File: src/rtl/spoc_postproc.sv
// SpoC-64 output post-processor: turns the controller's bdo stream and auth result into
// CAESAR-API do words (header, CT/PT, tag, status). Optional last-word masking: SPOC_POSTPROC_MASK_EN.
module spoc_postproc #(
  parameter int W         = 32,
  parameter int TAG_WORDS = 2
) (
  input  logic         clk,
  input  logic         rst,
  input  logic [W-1:0] cmd,
  input  logic         cmd_valid,
  output logic         cmd_ready,
  input  logic [W-1:0] bdo,
  input  logic         bdo_valid,
  output logic         bdo_ready,
  input  logic         end_of_block,
  input  logic         msg_auth,
  input  logic         msg_auth_valid,
  output logic         msg_auth_ready,
  output logic [W-1:0] do_data,
  output logic         do_valid,
  input  logic         do_ready,
  output logic         do_last,
  output logic         proto_err,
  output logic [2:0]   state_dbg
);

  // Handshakes: a word moves on a rising clk edge where valid and ready are both high.
  // Sources hold valid and data stable until that edge; ready may depend on the state only,
  // except in DATA/TAG where bdo_ready is do_ready and do_valid is bdo_valid (same cycle).

  typedef enum logic [2:0] {
    IDLE      = 3'd0,
    GET_HDR   = 3'd1,
    HDR       = 3'd2,
    DATA      = 3'd3,
    TAG_HDR   = 3'd4,
    TAG       = 3'd5,
    WAIT_AUTH = 3'd6,
    STATUS    = 3'd7
  } state_t;

  localparam int          TCW   = $clog2(TAG_WORDS + 1);
  localparam logic [TCW-1:0] TAG_CNT = TCW'(TAG_WORDS);
  localparam logic [W-1:0] TAG_HDR_WORD = {4'b1000, 3'b000, 1'b1, 8'h00, 16'd8};
  localparam logic [W-1:0] ST_OK_WORD   = 32'hE000_0000;
  localparam logic [W-1:0] ST_FAIL_WORD = 32'hF000_0000;

  state_t          state, state_n;
  logic            dec_r;
  logic            auth_r;
  logic [15:0]     len_r;
  logic [16:0]     wcnt;
  logic [TCW-1:0]  tcnt;
  logic [3:0]      op;
  logic            op_ok;
  logic            cmd_xfer;
  logic            bdo_xfer;
  logic            last_data;
  logic [W-1:0]    hdr_word;
  logic [W-1:0]    data_out;

  assign op        = cmd[W-1 -: 4];
  assign op_ok     = (op == 4'b0010) || (op == 4'b0011);
  assign cmd_ready = rst && ((state == IDLE) || (state == GET_HDR));
  assign cmd_xfer  = cmd_valid && cmd_ready;
  assign bdo_xfer  = bdo_valid && bdo_ready;
  assign last_data = (wcnt == 17'd1);
  assign hdr_word  = {(dec_r ? 4'b0100 : 4'b0101), 3'b000, dec_r, 8'h00, len_r};
  assign state_dbg = state;

`ifdef SPOC_POSTPROC_MASK_EN
  // Only the final message word of a non-multiple-of-4 length carries unused bytes.
  always_comb begin
    data_out = bdo;
    if (last_data) begin
      case (len_r[1:0])
        2'd1:    data_out = {bdo[W-1 -: 8],  {(W-8){1'b0}}};
        2'd2:    data_out = {bdo[W-1 -: 16], {(W-16){1'b0}}};
        2'd3:    data_out = {bdo[W-1 -: 24], {(W-24){1'b0}}};
        default: data_out = bdo;
      endcase
    end
  end
`else
  assign data_out = bdo;
`endif

  always_ff @(posedge clk or negedge rst) begin
    if (!rst) state <= IDLE;
    else      state <= state_n;
  end

  always_comb begin
    state_n        = state;
    bdo_ready      = 1'b0;
    msg_auth_ready = 1'b0;
    do_valid       = 1'b0;
    do_data        = '0;
    do_last        = 1'b0;
    case (state)
      IDLE: begin
        if (cmd_xfer && op_ok) state_n = GET_HDR;
      end
      GET_HDR: begin
        if (cmd_xfer) state_n = HDR;
      end
      HDR: begin
        do_valid = 1'b1;
        do_data  = hdr_word;
        if (do_ready) begin
          if (wcnt != 17'd0) state_n = DATA;
          else               state_n = dec_r ? WAIT_AUTH : TAG_HDR;
        end
      end
      DATA: begin
        do_valid  = bdo_valid;
        bdo_ready = do_ready;
        do_data   = data_out;
        if (bdo_xfer && last_data) state_n = dec_r ? WAIT_AUTH : TAG_HDR;
      end
      TAG_HDR: begin
        do_valid = 1'b1;
        do_data  = TAG_HDR_WORD;
        if (do_ready) state_n = TAG;
      end
      TAG: begin
        do_valid  = bdo_valid;
        bdo_ready = do_ready;
        do_data   = bdo;
        if (bdo_xfer && (tcnt == TCW'(1))) state_n = STATUS;
      end
      WAIT_AUTH: begin
        msg_auth_ready = 1'b1;
        if (msg_auth_valid) state_n = STATUS;
      end
      STATUS: begin
        do_valid = 1'b1;
        do_last  = 1'b1;
        do_data  = (dec_r && !auth_r) ? ST_FAIL_WORD : ST_OK_WORD;
        if (do_ready) state_n = IDLE;
      end
      default: state_n = IDLE;
    endcase
  end

  always_ff @(posedge clk or negedge rst) begin
    if (!rst) begin
      dec_r     <= 1'b0;
      auth_r    <= 1'b0;
      len_r     <= '0;
      wcnt      <= '0;
      tcnt      <= '0;
      proto_err <= 1'b0;
    end else begin
      case (state)
        IDLE: begin
          if (cmd_xfer) begin
            if (op_ok) dec_r <= (op == 4'b0011);
            else       proto_err <= 1'b1;
          end
        end
        GET_HDR: begin
          if (cmd_xfer) begin
            len_r <= cmd[15:0];
            wcnt  <= ({1'b0, cmd[15:0]} + 17'd3) >> 2;
          end
        end
        DATA: begin
          if (bdo_xfer) begin
            wcnt <= wcnt - 17'd1;
            // The word is forwarded either way; a misplaced end_of_block only flags.
            if (end_of_block != last_data) proto_err <= 1'b1;
          end
        end
        TAG_HDR: begin
          if (do_ready) tcnt <= TAG_CNT;
        end
        TAG: begin
          if (bdo_xfer) tcnt <= tcnt - TCW'(1);
        end
        WAIT_AUTH: begin
          if (msg_auth_valid) auth_r <= msg_auth;
        end
        default: ;
      endcase
    end
  end

endmodule

File: config.mk
export PLATFORM = sky130hd
export DESIGN_NAME = spoc_postproc
export DESIGN_NICKNAME = d
export VERILOG_FILES = /design/src/rtl/spoc_postproc.sv
export SDC_FILE = /design/constraint.sdc
export NUM_CORES = 1
export LEC_CHECK = 0
export CORE_MARGIN = 4
export CORE_UTILIZATION = 30
export CTS_CLUSTER_DIAMETER = 150
export DETAILED_ROUTE_END_ITERATION = 16
export PLACE_DENSITY = 0.55
export RECOVER_POWER = 100
export SYNTH_ARGS = -nofsm -noshare
export SYNTH_HDL_FRONTEND = slang
export SYNTH_SLANG_ARGS = --single-unit
File: constraint.sdc
create_clock -name clk -period 2.7 [get_ports clk]
set_clock_uncertainty 0.1 [all_clocks]
set_input_delay 0.54 -clock clk [delete_from_list [all_inputs] [get_ports clk]]
set_output_delay 0.54 -clock clk [all_outputs]
set_load 0.02 [all_outputs]
==> flow_summary.yaml, run 1 <==
synthesis:
  yosysUniqueCellTypes: 59
  ys_dominant_reg_cell: "sky130_fd_sc_hd__dfrtp_1"
  synth_nets: 437
  top_area_cells_in_the_synthesized_netlist: "sky130_fd_sc_hd__dfrtp_1, sky130_fd_sc_hd__nand2_1, sky130_fd_sc_hd__a22o_1"
  synth.avg_cell_area_um2: 7.996
  yosysTopAreaCellShare: 0.3554
  ys_warn_count: 0
  synth.most_common_cell: "sky130_fd_sc_hd__nand2_1"
  synth_area_leader_cell: "sky130_fd_sc_hd__dfrtp_1"
  synth_cells: 361
  post_synth_edffs: 0
  postSynth.asyncResetShare: 1.000
  ys_ff_latch: 41
  seq_area_frac_synth: 0.3554
  syn-cell-area_mm2: 0.002887
  netlist_top_cells_count: "sky130_fd_sc_hd__nand2_1, sky130_fd_sc_hd__dfrtp_1, sky130_fd_sc_hd__nor2_1"
setup_path:
  timing.rr.start: "wcnt[2]"
  critical_path.cell_chain: "buf_4 -> nand2b_1 -> nor2_1 -> nor3_1 -> clkdlybuf4s50_1"
  critPathKind: "register to primary output"
  end_kind: "primary output"
  worst_setup_path_start_kind: "register"
  endpoint_of_the_most_critical_setup_path: "do_data[30]"
  cpPeakStageDelay_ns: 0.64
  worst_path_arrival_ns: 1.97
  rrSetupSlack_ns: 0.29
  cp.required_ns: 2.06
  crit_path_start: "state_dbg[2]"
  timing.critical_path.fanout_max: 15
  crit_cells: 5
  reg2regPathDepth: 4
  crit_family: "buffers and inverters"
  regToRegEndpoint: "wcnt[13]"
  crit_path_slowest_cell: "sky130_fd_sc_hd__clkdlybuf4s50_1"
  timing.critical_path.buf_inv: 2
cells_and_area:
  antenna_cells: 0
  layout_cells_sized_above_1: 0.09684
  multiInputGateArea_mm2: 0.001710
  syn_to_final_growth_pct: 45.60
  nFillCells: 972
  finish.net_count: 550
  layout.area.seq_mm2: 0.001027
drt:
  drt_first_iter_violations: 130
  antenna_violating_nets_post_route: 0
  vias: 3082
  via_to_cell_ratio: 5.103
  drc: 0
  detail_route.wl_per_cell_um: 15.76
  wl_mm: 9.519
  detail_route.first_pass.iterations: 4
clocking:
  clk_pin_slew_worst_paths_ns: 0.08
  htree_num_levels: 2
  cts_tree: "yes"
  cts_buffer_depth: 2
  tritoncts_num_sinks: 41
  buffer_count_from_post_cts_setup_fixing: 0
  cts-buffers-inserted: 5
  cts-root-buf: "sky130_fd_sc_hd__clkbuf_8"
  clk-insertion-delay-late_ns: 0.30
floorplanning:
  floorplan.die.width_um: 106.1
  placementRows: 35
  core_mm2: 0.009284
  floorplan.initialDensity: 0.3109
  die_h_um: 106.1
  top_level_ports: 113
  die_area_mm2: 0.01126
grt:
  gr-total-overflow: 0
  grt_pass1_wl_mm: 15.32
  largest_net_degree_at_the_start_of_global_routing: 27
  first_global_vias: 2934
  grt.total_usage: 0.1678
  initial_antenna_violation_count: 0
sta:
  fmax_mhz: 383.4
  holdWs_ns: 0.3765
  final_min_period_over_clock_period: 0.9659
  fin_crit_ns: 2.608
  report.final.setup_viol: 0
  slew_at_the_pin_closest_to_its_max_slew_limit_ns: 1.488
  maxSlewViolCount: 0
  rsz0062_at_grt: "no"
  timing.final.ws_setup_ns: 0.09208
  slew_headroom: 0.007895
  final_report_hold_violation_count: 0
placed_design:
  place.detailed.hpwl_mm: 7.343
  globalplace.congestion: 0.8116
  placement.setup.worst_slack_ns: -0.009636
  place.port_buffers: 100
power_and_ir_drop:
  vdd_ir_drop_max_mv: 0.4605
  leak_nw: 1.809
  power_density_relative_to_cell_area_mw_per_mm2: 1003
outcome:
  outcome: "complete, no violations"
hold_path:
  path_type_of_the_worst_min_delay_path: "register to register"
run:
  maxCapViolations: 0
[worst reg2reg max path: cells and delay by family (launching register included)]
family | cells | cell delay (ns)
flip-flops | 1 | 0.46
AO/OA/AOI/OAI | 2 | 0.40
AND/OR/NAND/NOR | 2 | 1.30
[cells in the final DEF (no fill, tap or decap), drive strengths merged, types with 3 or more instances in the layout]
cell type	instances
a21oi	21
a22o	16
a31oi	3
a32oi	3
and2	4
and3	14
buf	22
clkbuf	15
clkdlybuf4s50	72
clkinvlp	3
dfrtp	41
dlygate4sd2	17
dlygate4sd3	8
ha	4
inv	12
mux2	3
nand2	65
nand2b	4
nand3	9
nand4	4
nor2	28
nor3	19
nor3b	3
nor4	6
o21ai	23
o22ai	5
xnor2	9
xor2	6
[cells by family after synthesis]
logic type,after synthesis,synth area share
AND/OR/NAND/NOR,172,0.3047
adder cells (fa/ha/maj),4,0.01734
multiplexers,4,0.01517
AO/OA/AOI/OAI,90,0.2107
XOR/XNOR,15,0.04552
flip-flops,41,0.3554
buffers and inverters,35,0.05115
[area by class of cell]
cell class | instances | share of cell area
multi-input combinational | 285 | 0.4070
clock inverter | 3 | 0.005359
inverter | 12 | 0.01072
tap | 129 | 0.03840
sequential | 41 | 0.2444
clock buffer | 5 | 0.01637
timing repair buffer | 129 | 0.2778
[where the power goes]
| part | switching [mW] | internal, mW | total, mW | leakage, nW |
|---|---|---|---|---|
| Sequential | 0.241 | 0.863 | 1.10 | 0.496 |
| Combinational | 1.51 | 1.18 | 2.69 | 1.28 |
| Clock | 0.240 | 0.182 | 0.421 | 0.0364 |
[per-stage QoR]
| stage | cell area, um2 | TNS, ns | instances | util | total power [mW] |
|---|---|---|---|---|---|
| after detailed placement | 4169 | -0.009636 | 595 | 0.4491 | 4.018 |
| after global routing | 4203 | 0 | 604 | 0.4527 | 4.555 |
| after CTS | 4255 | 0 | 604 | 0.4584 | 4.351 |
| after global placement | 4169 | -0.007382 | 595 | 0.4491 | 3.991 |
| final | 4203 | 0 | 604 | 0.4527 | 4.216 |
| after floorplan | 2887 | 0 | 361 | - | 2.752 |
[worst min path at each step]
| stage | start | slack (ns) | cells after the start | to |
|---|---|---|---|---|
| 2_1_floorplan | rst | 0.14 | 0 | auth_r |
| 3_3_place_gp | rst | 0.31 | 1 | tcnt[0] |
| 3_5_place_dp | rst | 0.31 | 1 | tcnt[0] |
| 4_1_cts | rst | 0.22 | 2 | wcnt[15] |
| 5_1_grt | len_r[3] | 0.40 | 2 | len_r[3] |
| 6_report | len_r[3] | 0.38 | 2 | len_r[3] |
[routing by layer]
layer	GRT usage	vias to the layer above	part of all wire
met1	0.2107	1453	0.44
met3	0.04007	7	0.063
li1	-	1523	-
met4	0.03053	0	0.0074
met2	0.2955	99	0.49
met5	0	-	0
[what timing repair did]
item                                    4_1_cts  5_1_grt
endpoints found under the setup margin       18        3
hold endpoints to repair                      3        0
gates cloned                                  0        0
resized for setup                            19        3
hold buffers                                  1        0
[flip-flops by register name (all words and copies together), names as in the netlist]
signal	count
len_r	16
wcnt	17
proto_err	1
auth_r	1
tcnt	2
dec_r	1
state_dbg	3
(Power assumes the default switching activity.)
==> run 2, diff against run 1 <==
- CELL_PAD_IN_SITES_DETAIL_PLACEMENT: default -> 0
- CELL_PAD_IN_SITES_GLOBAL_PLACEMENT: default -> 2
- CORE_UTILIZATION: 30 -> 24
- PLACE_DENSITY: 0.55 -> 0.76
==> flow_summary.yaml, run 2 (synthesis gave the netlist of run 1 again) <==
grt:
  gr-total-overflow: 0
  first_global_vias: 3232
  grtUsageMet2: 0.2469
  grtUsageMet1: 0.1946
  grt.total_usage: 0.1488
  grtUsageMet3: 0.03748
  largest_net_degree_at_the_start_of_global_routing: 39
  grt_pass1_wl_mm: 17.11
  globalRoute.busiestLayer: "met2"
  initial_antenna_violation_count: 0
drt:
  detail_route.first_pass.iterations: 5
  drt_first_iter_violations: 148
  via_to_cell_ratio: 5.062
  wl_mm: 10.23
  antenna_violating_nets_post_route: 0
  vias: 3108
  drc: 0
  detail_route.wl_per_cell_um: 16.65
setup_path:
  timing.critical_path.buf_inv: 2
  timing.rr.start: "wcnt[2]"
  regToRegEndpoint: "wcnt[13]"
  worst_setup_path_start_kind: "register"
  crit_family: "buffers and inverters"
  rrSetupSlack_ns: 0.25
  crit_path_slowest_cell: "sky130_fd_sc_hd__dlygate4sd3_1"
  timing.critical_path.fanout_max: 13
  worst_path_arrival_ns: 1.94
  critPathKind: "register to primary output"
  critical_path.cell_chain: "xor2_1 -> buf_4 -> and3_1 -> dlygate4sd3_1"
  reg2regPathDepth: 4
  cp.required_ns: 2.06
  end_kind: "primary output"
  cpPeakStageDelay_ns: 0.67
power_and_ir_drop:
  power.net_switching_mw: 2.001
  leak_nw: 1.854
  power_density_relative_to_cell_area_mw_per_mm2: 1046
  power.share.sequential: 0.244
  clock_power_share: 0.158
  switching_share: 0.4476
  power.combinational.fraction: 0.598
  internal_power_mw: 2.470
  vdd_ir_drop_max_mv: 0.4245
  power.total_mw: 4.471
sta:
  slew_headroom: 0.3040
  slew_at_the_pin_closest_to_its_max_slew_limit_ns: 1.044
  rsz0062_at_grt: "no"
  finalSetupTns_ns: 0
  timing.final.ws_setup_ns: 0.1197
  final_report_hold_violation_count: 0
  maxSlewViolCount: 0
  report.final.setup_viol: 0
  fmax_mhz: 387.6
  fin_crit_ns: 2.580
  final_min_period_over_clock_period: 0.9557
clocking:
  buffer_count_from_post_cts_setup_fixing: 0
  cts-root-buf: "sky130_fd_sc_hd__clkbuf_16"
  cts-buffers-inserted: 5
  htree_num_levels: 2
  tritoncts_num_sinks: 41
  cts_buffer_depth: 2
  cts_tree: "yes"
  clk_pin_slew_worst_paths_ns: 0.06
  clk-insertion-delay-late_ns: 0.28
run:
  maxCapViolations: 0
outcome:
  outcome: "complete, no violations"
hold_path:
  hp-start: "len_r[3]"
  hold_end: "len_r[3]"
  worst_hold_path_cells: 2
  path_type_of_the_worst_min_delay_path: "register to register"
cells_and_area:
  antenna_cells: 0
  fin_area_mm2: 0.004275
  largest_register_ff_count: 17
  syn_to_final_growth_pct: 48.11
  layout.cells.most_common: "sky130_fd_sc_hd__clkdlybuf4s50_1"
  regMostFlops: "wcnt"
  layout_cells_sized_above_1: 0.09342
  finish.net_count: 546
  mostFrequentLayoutCells: "sky130_fd_sc_hd__clkdlybuf4s50_1, sky130_fd_sc_hd__nand2_1, sky130_fd_sc_hd__dfrtp_1"
floorplanning:
  die_area_mm2: 0.01385
  core_mm2: 0.01161
  placementRows: 39
  floorplan.initialDensity: 0.2485
  die_h_um: 117.7
  top_level_ports: 113
  floorplan.die.width_um: 117.7
placed_design:
  place.detailed.hpwl_mm: 7.797
  placed_area_mm2: 0.004144
  place.port_buffers: 100
  globalplace.congestion: 0.8002
  placement.setup.worst_slack_ns: 0.001034
run 2: worst max path at each step:
| stage | slack (ns) | cells past startpoint | start | end |
|---|---|---|---|---|
| 5_1_grt | 0.02 | 5 | state_dbg[1] | do_data[7] |
| 6_report | 0.12 | 4 | state_dbg[1] | do_data[17] |
| 3_5_place_dp | 0.001 | 5 | bdo_valid | do_valid |
| 4_1_cts | 0.03 | 5 | state_dbg[1] | do_data[29] |
| 2_1_floorplan | 0.13 | 6 | state_dbg[1] | do_data[10] |
| 3_3_place_gp | 0.02 | 5 | bdo_valid | do_valid |
run 2: power by group through the flow:
stage	combinational [mW]	sequential [mW]	clock [mW]
floorplan	1.68	1.07	0
global placement	2.87	1.10	0
detailed placement	2.88	1.10	0
CTS	2.79	1.10	0.729
global route	2.96	1.14	0.752
finish	2.67	1.09	0.705
run 2: final cells by class:
cell class	instances	area (um2)
Clock buffer	7	142.6
Clock inverter	1	30.03
Fill cell	1260	7338
Inverter	12	45.04
Multi-Input combinational cell	285	1714
Sequential cell	41	1026
Tap cell	143	178.9
Timing Repair Buffer	125	1139
run 2: worst min-delay path: cells and delay by family (launching register included):
family | cells | cell delay [ns]
simple gates | 2 | 0.10
flops | 1 | 0.34
run 2: through the flow:
stage                     instances  hold slack (ns)    util
after floorplan                 361           0.1444       -
after global routing            614           0.3884  0.3681
after CTS                       614           0.3687  0.3715
after detailed placement        605           0.2885  0.3568
final                           614           0.3713  0.3681
after global placement          605           0.2790  0.3568
run 2: routing by layer:
metal	wire, um	share of wire
met5	0	0
met4	183	0.018
met3	623	0.061
met2	4658	0.46
met1	4758	0.47
run 2: what timing repair did:
item                                    4_1_cts  5_1_grt
gates resized for setup                      19        3
hold buffers                                  1        0
endpoints found under the setup margin       19        3
hold endpoints to repair                      3        0
==> run 3, diff against run 2 <==
- PLACE_DENSITY: 0.76 -> default
- PLACE_DENSITY_LB_ADDON: default -> 0.1
==> flow_summary.yaml, run 3 (synthesis gave the netlist of run 1 again) <==
outcome:
  outcome: "complete, no violations"
clocking:
  cts_tree: "yes"
  buffer_count_from_post_cts_setup_fixing: 0
  clk-insertion-delay-late_ns: 0.28
  cts-root-buf: "sky130_fd_sc_hd__clkbuf_16"
  holdBufCountCts: 0
  cts_buffer_depth: 2
  cts-buffers-inserted: 5
  clk_pin_slew_worst_paths_ns: 0.06
  htree_num_levels: 2
  tritoncts_num_sinks: 41
drt:
  detail_route.wl_per_cell_um: 16.60
  antenna_violating_nets_post_route: 0
  via_to_cell_ratio: 5.005
  detail_route.first_pass.iterations: 4
  drc: 0
  wl_mm: 10.28
  drt_first_iter_violations: 191
  vias: 3098
setup_path:
  cp.required_ns: 2.06
  cpPeakStageDelay_ns: 0.65
  critPathKind: "register to primary output"
  end_kind: "primary output"
  worst_setup_path_start_kind: "register"
  timing.critical_path.fanout_max: 8
  crit_path_slowest_cell: "sky130_fd_sc_hd__clkdlybuf4s50_1"
  critical_path.cell_chain: "buf_4 -> nand2b_1 -> nor2_1 -> clkdlybuf4s50_1"
  worst_path_arrival_ns: 1.95
power_and_ir_drop:
  vdd_ir_drop_max_mv: 0.3144
  leak_nw: 1.771
  power_density_relative_to_cell_area_mw_per_mm2: 1039
  power.total_mw: 4.385
sta:
  finalSetupTns_ns: 0
  rsz0062_at_grt: "no"
  maxSlewViolCount: 0
  timing.final.ws_setup_ns: 0.1109
  fmax_mhz: 386.2
  slew_headroom: 0.09129
  final_min_period_over_clock_period: 0.9589
  final_report_hold_violation_count: 0
  report.final.setup_viol: 0
  slew_at_the_pin_closest_to_its_max_slew_limit_ns: 1.363
  fin_crit_ns: 2.589
  holdWs_ns: 0.3784
grt:
  gr-total-overflow: 0
  grt.total_usage: 0.1482
  largest_net_degree_at_the_start_of_global_routing: 24
  first_global_vias: 3118
  grt_pass1_wl_mm: 16.93
  initial_antenna_violation_count: 0
run:
  maxCapViolations: 0
placed_design:
  place_inst: 612
  place.detailed.hpwl_mm: 7.760
  place.port_buffers: 100
  placement.setup.worst_slack_ns: 0.06087
  globalplace.congestion: 0.8072
floorplanning:
  floorplan.initialDensity: 0.2485
  die_h_um: 117.7
  core_mm2: 0.01161
  top_level_ports: 113
  placementRows: 39
  floorplan.die.width_um: 117.7
  die_area_mm2: 0.01385
cells_and_area:
  layout_cells_sized_above_1: 0.1029
  syn_to_final_growth_pct: 46.16
  final_cells: 619
  nFillCells: 1259
  regMostFlops: "wcnt"
  finish.net_count: 552
  mostFrequentLayoutCells: "sky130_fd_sc_hd__clkdlybuf4s50_1, sky130_fd_sc_hd__nand2_1, sky130_fd_sc_hd__dfrtp_1"
  layout.cells.most_common: "sky130_fd_sc_hd__clkdlybuf4s50_1"
  antenna_cells: 0
  largest_register_ff_count: 17
hold_path:
  path_type_of_the_worst_min_delay_path: "register to register"
-- run 3: worst max-delay path, delay by kind of cell, from the launching register on --
family,cells,cell delay [ns]
DFF,1,0.44
buffers and inverters,2,0.84
and+or+nand+nor,2,0.38
-- run 3: cell type report --
| type | count | area, um2 | area share |
|---|---|---|---|
| multi-input combinational | 285 | 1715 | 0.4066 |
| timing repair buffer | 131 | 1110 | 0.2630 |
| sequential | 41 | 1027 | 0.2435 |
| tap | 143 | 178.9 | 0.04241 |
| clock buffer | 7 | 142.6 | 0.03381 |
| inverter | 12 | 45.04 | 0.01068 |
-- run 3: metrics by stage --
step                utilization  cell area (um2)
detailed placement       0.3635             4222
global placement         0.3635             4222
CTS                      0.3763             4370
floorplan                     -             2887
global route             0.3633             4219
finish                   0.3633             4219
-- run 3: timing repair --
item / in CTS / in global routing
endpoints found under the setup margin: 17 / 19
resized for setup: 2 / 20
pin swaps: 0 / 0
-- run 3: final timing paths --
| check | to | start | slack, ns | cells after the start |
|---|---|---|---|---|
| max in group asynchronous | state_dbg[2] | rst | 0.87 | 2 |
| max | msg_auth_ready | state_dbg[0] | 0.11 | 4 |
| min reg2reg | len_r[4] | len_r[4] | 0.38 | 2 |
| min in group asynchronous | proto_err | rst | 0.61 | 2 |
| max reg2reg | wcnt[9] | state_dbg[0] | 0.21 | 8 |
| min | len_r[4] | len_r[4] | 0.38 | 2 |
-- run 3: per-layer routing --
layer	global-route usage	share of wire	vias up	routed length, um
met5	0	0	-	0
met4	0.03223	0.0094	0	97
met3	0.03316	0.054	10	553
met2	0.2555	0.48	91	4954
met1	0.1897	0.45	1471	4670
li1	-	-	1526	-
-- run 3: where the power goes --
group	switching (mW)	internal, mW
combinational	1.55	1.12
clock	0.251	0.364
sequential	0.235	0.865
total	2.03	2.35
